<file path="src/rtl/step_sequencer.sv">
// step_sequencer: initiator side of the start/done step-unit handshake.
// Takes a seed and a step count, runs the attached step unit that many
// times (feeding each result back as the next operand), then offers the
// final value, a timeout flag and the completed-step count on a
// valid/ready result port. A per-step watchdog aborts a stalled step unit.
module step_sequencer #(
  parameter int DATA_W  = 8,
  parameter int CNT_W   = 4,
  parameter int TIMEOUT = 15
) (
  input  logic              clk,
  input  logic              rst,
  input  logic              cmd_valid,
  output logic              cmd_ready,
  input  logic [DATA_W-1:0] cmd_data,
  input  logic [CNT_W-1:0]  cmd_steps,
  output logic              step_start,
  output logic [DATA_W-1:0] step_in_data,
  input  logic              step_done,
  input  logic [DATA_W-1:0] step_out_data,
  output logic              result_valid,
  input  logic              result_ready,
  output logic [DATA_W-1:0] result_data,
  output logic              result_err,
  output logic [CNT_W-1:0]  result_steps,
  output logic              busy
);

  // wait_cnt only has to reach TIMEOUT-1
  localparam int WC_W = (TIMEOUT > 1) ? $clog2(TIMEOUT) : 1;
  localparam logic [WC_W-1:0] WAIT_LAST = WC_W'(TIMEOUT - 1);

  typedef enum logic [1:0] {
    IDLE,
    ISSUE,
    WAIT,
    RESULT
  } state_t;

  state_t            state;
  logic [DATA_W-1:0] acc;
  logic [CNT_W-1:0]  remaining;
  logic [CNT_W-1:0]  done_cnt;
  logic [WC_W-1:0]   wait_cnt;

  // The operand is the accumulator register itself, so it is stable
  // through ISSUE and WAIT and returns to zero on reset along with acc.
  assign step_in_data = acc;

  // Sequencer FSM with all handshake and result outputs registered
  always_ff @(posedge clk or posedge rst) begin
    if (rst) begin
      state        <= IDLE;
      acc          <= '0;
      remaining    <= '0;
      done_cnt     <= '0;
      wait_cnt     <= '0;
      cmd_ready    <= 1'b1;
      step_start   <= 1'b0;
      result_valid <= 1'b0;
      result_data  <= '0;
      result_err   <= 1'b0;
      result_steps <= '0;
      busy         <= 1'b0;
    end else begin
      case (state)
        IDLE: begin
          if (cmd_valid) begin
            acc       <= cmd_data;
            remaining <= cmd_steps;
            done_cnt  <= '0;
            cmd_ready <= 1'b0;
            if (cmd_steps == '0) begin
              state        <= RESULT;
              result_valid <= 1'b1;
              result_data  <= cmd_data;
              result_err   <= 1'b0;
              result_steps <= '0;
            end else begin
              state      <= ISSUE;
              step_start <= 1'b1;
              busy       <= 1'b1;
            end
          end
        end

        ISSUE: begin
          step_start <= 1'b0;
          wait_cnt   <= '0;
          state      <= WAIT;
        end

        WAIT: begin
          // A done arriving on the expiry cycle wins over the timeout
          if (step_done) begin
            acc       <= step_out_data;
            done_cnt  <= done_cnt + 1'b1;
            remaining <= remaining - 1'b1;
            if (remaining == CNT_W'(1)) begin
              state        <= RESULT;
              busy         <= 1'b0;
              result_valid <= 1'b1;
              result_data  <= step_out_data;
              result_err   <= 1'b0;
              result_steps <= done_cnt + 1'b1;
            end else begin
              state      <= ISSUE;
              step_start <= 1'b1;
            end
          end else if (wait_cnt == WAIT_LAST) begin
            state        <= RESULT;
            busy         <= 1'b0;
            result_valid <= 1'b1;
            result_data  <= acc;
            result_err   <= 1'b1;
            result_steps <= done_cnt;
          end else begin
            wait_cnt <= wait_cnt + 1'b1;
          end
        end

        RESULT: begin
          if (result_ready) begin
            state        <= IDLE;
            result_valid <= 1'b0;
            cmd_ready    <= 1'b1;
          end
        end

        default: begin
          state <= IDLE;
        end
      endcase
    end
  end

endmodule

</file>
<file path="config.mk">
export PLATFORM = sky130hd
export DESIGN_NAME = step_sequencer
export DESIGN_NICKNAME = d
export VERILOG_FILES = /design/src/rtl/step_sequencer.sv
export SDC_FILE = /design/constraint.sdc
export NUM_CORES = 1
export LEC_CHECK = 0
export CAP_MARGIN = 40
export CORE_MARGIN = 2
export CORE_UTILIZATION = 45
export DETAILED_ROUTE_END_ITERATION = 12
export PLACE_DENSITY = 0.78
export SETUP_SLACK_MARGIN = 0.05
export SLEW_MARGIN = 0
export SYNTH_ARGS = -nofsm -noshare
export SYNTH_HDL_FRONTEND = slang
export SYNTH_SLANG_ARGS = --single-unit
</file>
<file path="constraint.sdc">
create_clock -name clk -period 2.1 [get_ports clk]
set_clock_uncertainty 0.2 [all_clocks]
set_input_delay 0.21 -clock clk [delete_from_list [all_inputs] [get_ports clk]]
set_output_delay 0.21 -clock clk [all_outputs]
set_load 0.01 [all_outputs]
</file>
==> results of run 1 <==
[path summary, 6_finish.rpt]
check                                startpoint              end  slack (ns)
min in group clk                result_steps[1]  result_steps[1]        0.30
max in group asynchronous                   rst        cmd_ready        1.23
worst min-delay path                        rst  step_in_data[0]        0.12
worst max register to register     remaining[1]  result_steps[0]        0.14
worst min register to register  result_steps[1]  result_steps[1]        0.30
worst max-delay path               remaining[1]  result_steps[0]        0.14
[synthesized netlist by cell type (all sizes together)]
library cell / number / area share [%]
dfrtp: 38 / 44
buf: 13 / 4.0
and3b: 1 / 0.47
a21boi: 6 / 2.1
xnor2: 1 / 0.41
nor4: 1 / 0.58
a21o: 2 / 0.76
nor3b: 1 / 0.35
a222oi: 2 / 0.93
a22oi: 2 / 0.70
inv: 11 / 1.9
nand3b: 1 / 0.35
dfstp: 1 / 1.2
nand3: 7 / 2.2
nor2b: 2 / 0.58
a311oi: 1 / 0.41
clkbuf: 1 / 0.17
o2bb2ai: 5 / 2.0
a31oi: 3 / 0.87
and3: 2 / 0.58
nand2: 27 / 5.1
nor2: 11 / 1.9
mux2i: 11 / 5.1
xor2: 3 / 1.2
nand2b: 2 / 0.58
o2111ai: 1 / 0.41
a21oi: 14 / 3.8
nor3: 1 / 0.23
or3b: 1 / 0.41
o22a: 1 / 0.41
ha: 5 / 2.9
mux2: 8 / 5.1
a21bo: 1 / 0.47
o21ai: 28 / 6.5
nand4: 3 / 0.87
[routing by layer]
layer  part of all wire, %  GRT usage, %  wire length [µm]
met1                    46          25.6              2230
met2                    47          32.5              2290
met3                   6.3          5.39               309
met4                  0.94          5.35                46
met5                     0             0                 0
[cell usage in the layout, fill, tap and decap left out, types with 3 or more instances in the layout]
master and instances:
o2bb2ai_1 5, o21ai_0 27, clkdlybuf4s50_1 49, inv_1 11, nor2_1 11, mux2_4 5, mux2_2 3, nand3_1 5
nand4_1 3, buf_4 17, a21oi_1 13, a21boi_0 6, xor2_1 3, nand2_1 26, a31oi_1 3, clkbuf_8 5
ha_1 5, mux2i_1 11, dfrtp_1 38
[registers in the layout, summed over array words and instances, names as in the netlist]
name / count
busy: 1
cmd_ready: 1
done_cnt: 4
remaining: 4
result_data: 8
result_err: 1
result_steps: 4
result_valid: 1
state: 2
step_in_data: 8
step_start: 1
wait_cnt: 4
[timing repair]
action / in CTS / in global routing
setup endpoints to repair: 0 / 12
resized for setup: 0 / 2
hold endpoints to repair: 0 / 0
[layout make-up]
cell class | count | area, µm² | area share [%]
clock inverter | 3 | 67.6 | 2.32
multi-input combinational | 154 | 1050 | 36.0
inverter | 11 | 41.3 | 1.42
clock buffer | 5 | 68.8 | 2.37
sequential | 39 | 977 | 33.6
tap | 54 | 67.6 | 2.32
timing repair buffer | 67 | 638 | 22.0
[power by group through the flow]
| stage | clock network, mW | logic (mW) | registers, mW |
|---|---|---|---|
| 2_1_floorplan | 0 | 1.23 | 1.41 |
| 3_3_place_gp | 0 | 2.08 | 1.39 |
| 3_5_place_dp | 0 | 2.14 | 1.39 |
| 4_1_cts | 0.755 | 2.14 | 1.39 |
| 5_1_grt | 0.791 | 2.35 | 1.44 |
| 6_report | 0.742 | 2.14 | 1.39 |
[worst min-delay path, cell delays in order]
cell             delay, ns
clkdlybuf4s50_1       0.39
inv_1                 0.05
buf_4                 0.40
[logic make-up (layout without fill, tap and decap cells)]
kind of cell	count (synthesis)	count (layout)
adders and majority gates	5	5
and+or+nand+nor	60	60
buffers and inverters	25	86
xor gates and xnor gates	4	4
muxes	19	19
DFF	39	39
AOI/OAI and AO/OA	66	66
==> out/metrics.yaml, run 1 <==
setup_path:
  rr_worst_depth: 7
  critPathLaunchType: "register"
  cp.required_ns: 2.11
  crit_path_max_incr_delay_ns: 0.40
  cp_cell_sequence: "inv_1 > ha_1 > or3b_4 > buf_4 > mux2i_1 > nand2_1 > o2bb2ai_1"
  path_class: "reg -> reg"
  setup.worst_path.end_class: "register"
  critPathBufInv: 2
  crit_arrival_ns: 1.97
  crit_path_top_delay_cell: "dfrtp_1"
  critPathTopFamily: "simple AND/OR/NAND/NOR gates"
  crit_fanout: 6
  path_depth: 7
finish:
  drive_gt1_share_pct: 15.8
  area_delta_synth_final_pct: 35.5
  design_area_mm2: 0.00291
  fill_cells: 409
  antenna_cells: 0
  nets: 308
  stdcell_count: 333
  post-route-util_pct: 62.4
route:
  vias_per_cell: 5.44
  wl_per_cell_um: 14.6
  dr.pass1.iters: 4
  ant_nets: 0
  num_vias: 1813
  wl_mm: 4.87
  drc: 0
  drt_iter0_drc: 136
synthesis:
  yosys.area_share.simple_pct: 14.2
  synth_mux_area_share_pct: 10.2
  syn-num-nets: 248
  syn_area_mm2: 0.00215
  synth_warnings: 0
  synth-xor-area-share_pct: 1.63
  synth_top_family_by_area: "compound AO/OA/AOI/OAI gates"
  seq_area_frac_synth_pct: 45.5
  ys_ff_latch: 39
  synthAdderAreaFrac_pct: 2.92
  ys_types: 44
  postSynthCellCount: 218
  synth_compound_area_share_pct: 19.4
  syn_area_per_cell_um2: 9.84
timing:
  setup_viol: 0
  fin_hold_ws_ns: 0.116
  period_share_pct: 93.3
  relSlewSlack_pct: 67.9
  drv_slew: 0
  setup_tns_ns: 0
  rsz0062_at_grt: "yes"
  min_period_ns: 1.96
  setup_slack_ns: 0.140
  finalHoldViolations: 0
  tightest_slew_ns: 0.482
  max_freq_ghz: 0.510
global_routing:
  grt_pass1_wl_mm: 8.09
  grt_pass1_vias: 1783
  grt.overflow.total: 0
  antenna_found_initial: 0
  track_usage_pct: 19.8
  grt_max_degree: 40
placement:
  place_area_mm2: 0.00276
  pre_cts_ws_ns: 0.0204
  hpwl_mm: 3.64
  place_inst: 325
  gp_congestion: 0.858
  io_buffers: 49
floorplan:
  rows: 25
  floorplan.initialDensity_pct: 46.0
  die_y_um: 73.1
  core_area_mm2: 0.00466
  ios: 50
  die_w_um: 73.1
  dieArea_mm2: 0.00534
pwr:
  p_int_mw: 2.70
  vdd_drop_max_mv: 0.732
  leakage_nw: 1.31
  netSwitchingFraction_pct: 36.9
  pwr-share-clk_pct: 17.4
  total_power_mw: 4.27
  combPwrFrac_pct: 50.0
  cellPowerDensity_mw_per_mm2: 1470
  switchingPower_mw: 1.58
  pwr-share-seq_pct: 32.6
cts:
  cts_max_path_buffers: 2
  clkTransAtPathRegs_ns: 0.08
  post_cts_buffers: 0
  cts-root-buf: "clkbuf_8"
  clk_latency_ns: 0.29
  numCtsBuffers: 5
  cts.sinks: 39
  cts.htree.levels: 2
  postCtsHoldBufs: 0
  cts_tree: "built"
job:
  max_cap_viol_count: 0
min_path:
  min_path_type: "in -> async"
status:
  outcome: "complete, no violations"
Power figures use the tool's default switching activity.
==> inputs of run 2 (changes only) <==
Clock period 2.1 ns to 1.6 ns, I/O delays scaled along.
==> run 2 against run 1 <==
The flow now finishes with violations (setup timing); largest power group unchanged; first-iteration DRC count rose by 55%; sequential cell count did not move; critical endpoint is now state[1]; hold slack got worse by 0.096 ns.
==> out/metrics.yaml, run 2 (synthesis results as in run 1) <==
finish:
  mostFrequentLayoutCell: "dfrtp_1"
  regArea_um2: 980
  area_delta_synth_final_pct: 60.6
  nets: 341
  fill_cells: 318
  antenna_cells: 0
  stdcell_count: 366
  layout_common_cells: "dfrtp_1 (36), buf_4 (28), clkdlybuf4s50_1 (24)"
  multi_input_area_mm2: 0.00126
  drive_gt1_share_pct: 37.8
route:
  wl_per_cell_um: 18.5
  dr.pass1.iters: 4
  wl_mm: 6.78
  drc: 0
  drt_iter0_drc: 211
  ant_nets: 0
  num_vias: 2101
  vias_per_cell: 5.74
pwr:
  leakage_nw: 1.66
  cellPowerDensity_mw_per_mm2: 1960
  total_power_mw: 6.77
  vdd_drop_max_mv: 1.26
global_routing:
  track_usage_pct: 23.9
  grt.overflow.total: 0
  antenna_found_initial: 0
  grt_pass1_wl_mm: 9.67
  grt_max_degree: 40
  grt_pass1_vias: 2053
cts:
  cts.sinks: 39
  clk_latency_ns: 0.30
  cts.htree.levels: 2
  numCtsBuffers: 5
  cts_tree: "built"
  cts_max_path_buffers: 2
  clkTransAtPathRegs_ns: 0.08
  postCtsHoldBufs: 0
  cts-root-buf: "clkbuf_8"
min_path:
  min_path_type: "in -> async"
job:
  max_cap_viol_count: 0
timing:
  finalHoldViolations: 0
  period_share_pct: 117
  setup_tns_ns: -4.42
  relSlewSlack_pct: 77.8
  setup_viol: 25
  drv_slew: 0
  min_period_ns: 1.87
  max_freq_ghz: 0.534
  tightest_slew_ns: 0.334
  setup_slack_ns: -0.271
  rsz0062_at_grt: "yes"
setup_path:
  path_class: "reg -> reg"
  cp_cell_sequence: "inv_2 > ha_4 > or3b_4 > buf_6 > buf_6 > nand3_2 > a21oi_2 > a31oi_1"
  crit_fanout: 5
  crit_path_top_delay_cell: "or3b_4"
  cp_common_cell: "buf_6"
  cp.required_ns: 1.60
  crit_path_max_incr_delay_ns: 0.40
  critPathLaunchType: "register"
  setup.worst_path.end_class: "register"
  crit_arrival_ns: 1.87
status:
  outcome: "complete, but fails checks"
  violations: "setup timing"
floorplan:
  floorplan.initialDensity_pct: 46.0
  dieArea_mm2: 0.00534
  ios: 50
  rows: 25
  core_area_mm2: 0.00466
  die_y_um: 73.1
  die_w_um: 73.1
placement:
  place_inst: 346
  gp_congestion: 0.850
  io_buffers: 49
  hpwl_mm: 3.95
## run 2: cell types whose count changed in the layout (fill, tap and decap cells not counted), sizes merged
cell | previous run | this run
buf | 18 | 49
clkdlybuf4s50 | 49 | 24
dlygate4sd2 | 0 | 22
dlymetal6s2s | 0 | 3
clkbuf | 5 | 7
bufinv | 2 | 1
clkinv | 0 | 1
clkinvlp | 1 | 0
nand3 | 7 | 8
## run 2: worst paths after layout
check / endpoint / slack, ns / cells after the start / start
worst max-delay path: state[1] / -0.27 / 8 / remaining[1]
worst min-delay path: wait_cnt[2] / 0.02 / 3 / rst
worst max register to register: state[1] / -0.27 / 8 / remaining[1]
worst min register to register: result_steps[2] / 0.29 / 1 / result_steps[2]
max in group asynchronous: cmd_ready / 0.92 / 3 / rst
min in group clk: result_steps[2] / 0.29 / 1 / result_steps[2]
## run 2: layer usage
layer  track usage [%]  wire length, µm
met4              7.41              238
met1              29.1             2670
met3              6.91              349
met2              40.5             3530
met5                 0                0
## run 2: cell type report
cell class | instances | area share, %
Clock inverter | 2 | 1.02
Multi-Input combinational cell | 155 | 36.7
Timing Repair Buffer | 99 | 28.3
Inverter | 11 | 1.20
Clock buffer | 6 | 2.40
Tap cell | 54 | 1.96
Sequential cell | 39 | 28.4
## run 2: critical path: cells and delay by family, from the launching register on
family / cells / cell delay, ns
flops: 1 / 0.39
buf+inv: 3 / 0.35
fa+ha+maj: 1 / 0.12
compound gates: 2 / 0.25
simple gates: 2 / 0.47
## run 2: per-stage QoR
step                      setup WS [ns]  instance area (µm²)  util [%]  hold WS [ns]
final                            -0.271                 3450      73.9        0.0196
after CTS                        -0.287                 3190      68.3        0.0245
after detailed placement         -0.433                 2950      63.4         0.278
after global routing             -0.293                 3450      73.9        0.0535
after global placement           -0.374                 2950      63.4         0.273
after floorplan                  -0.337                 2150         -        0.0671
## run 2: report_power, final
| part | switching [mW] | leakage, nW | internal (mW) |
|---|---|---|---|
| logic | 1.95 | 1.11 | 2.14 |
| registers | 0.386 | 0.485 | 1.42 |
| clock network | 0.363 | 0.0612 | 0.505 |
| total | 2.70 | 1.66 | 4.07 |
## run 2: repair_timing
action                                  in CTS  in global routing
cloned                                       1                  1
endpoints found under the setup margin      58                 41
pin swaps                                   12                 13
setup buffers                                4                  6
resized for setup                           54                 66
==> inputs of run 3 (changes only) <==
Settings changed: ABC_CLOCK_PERIOD_IN_PS set to 1600, CAP_MARGIN 40 to unset.
==> results of run 3 <==
Same layout as run 2: the final DEF is identical, and so are final timing and power.
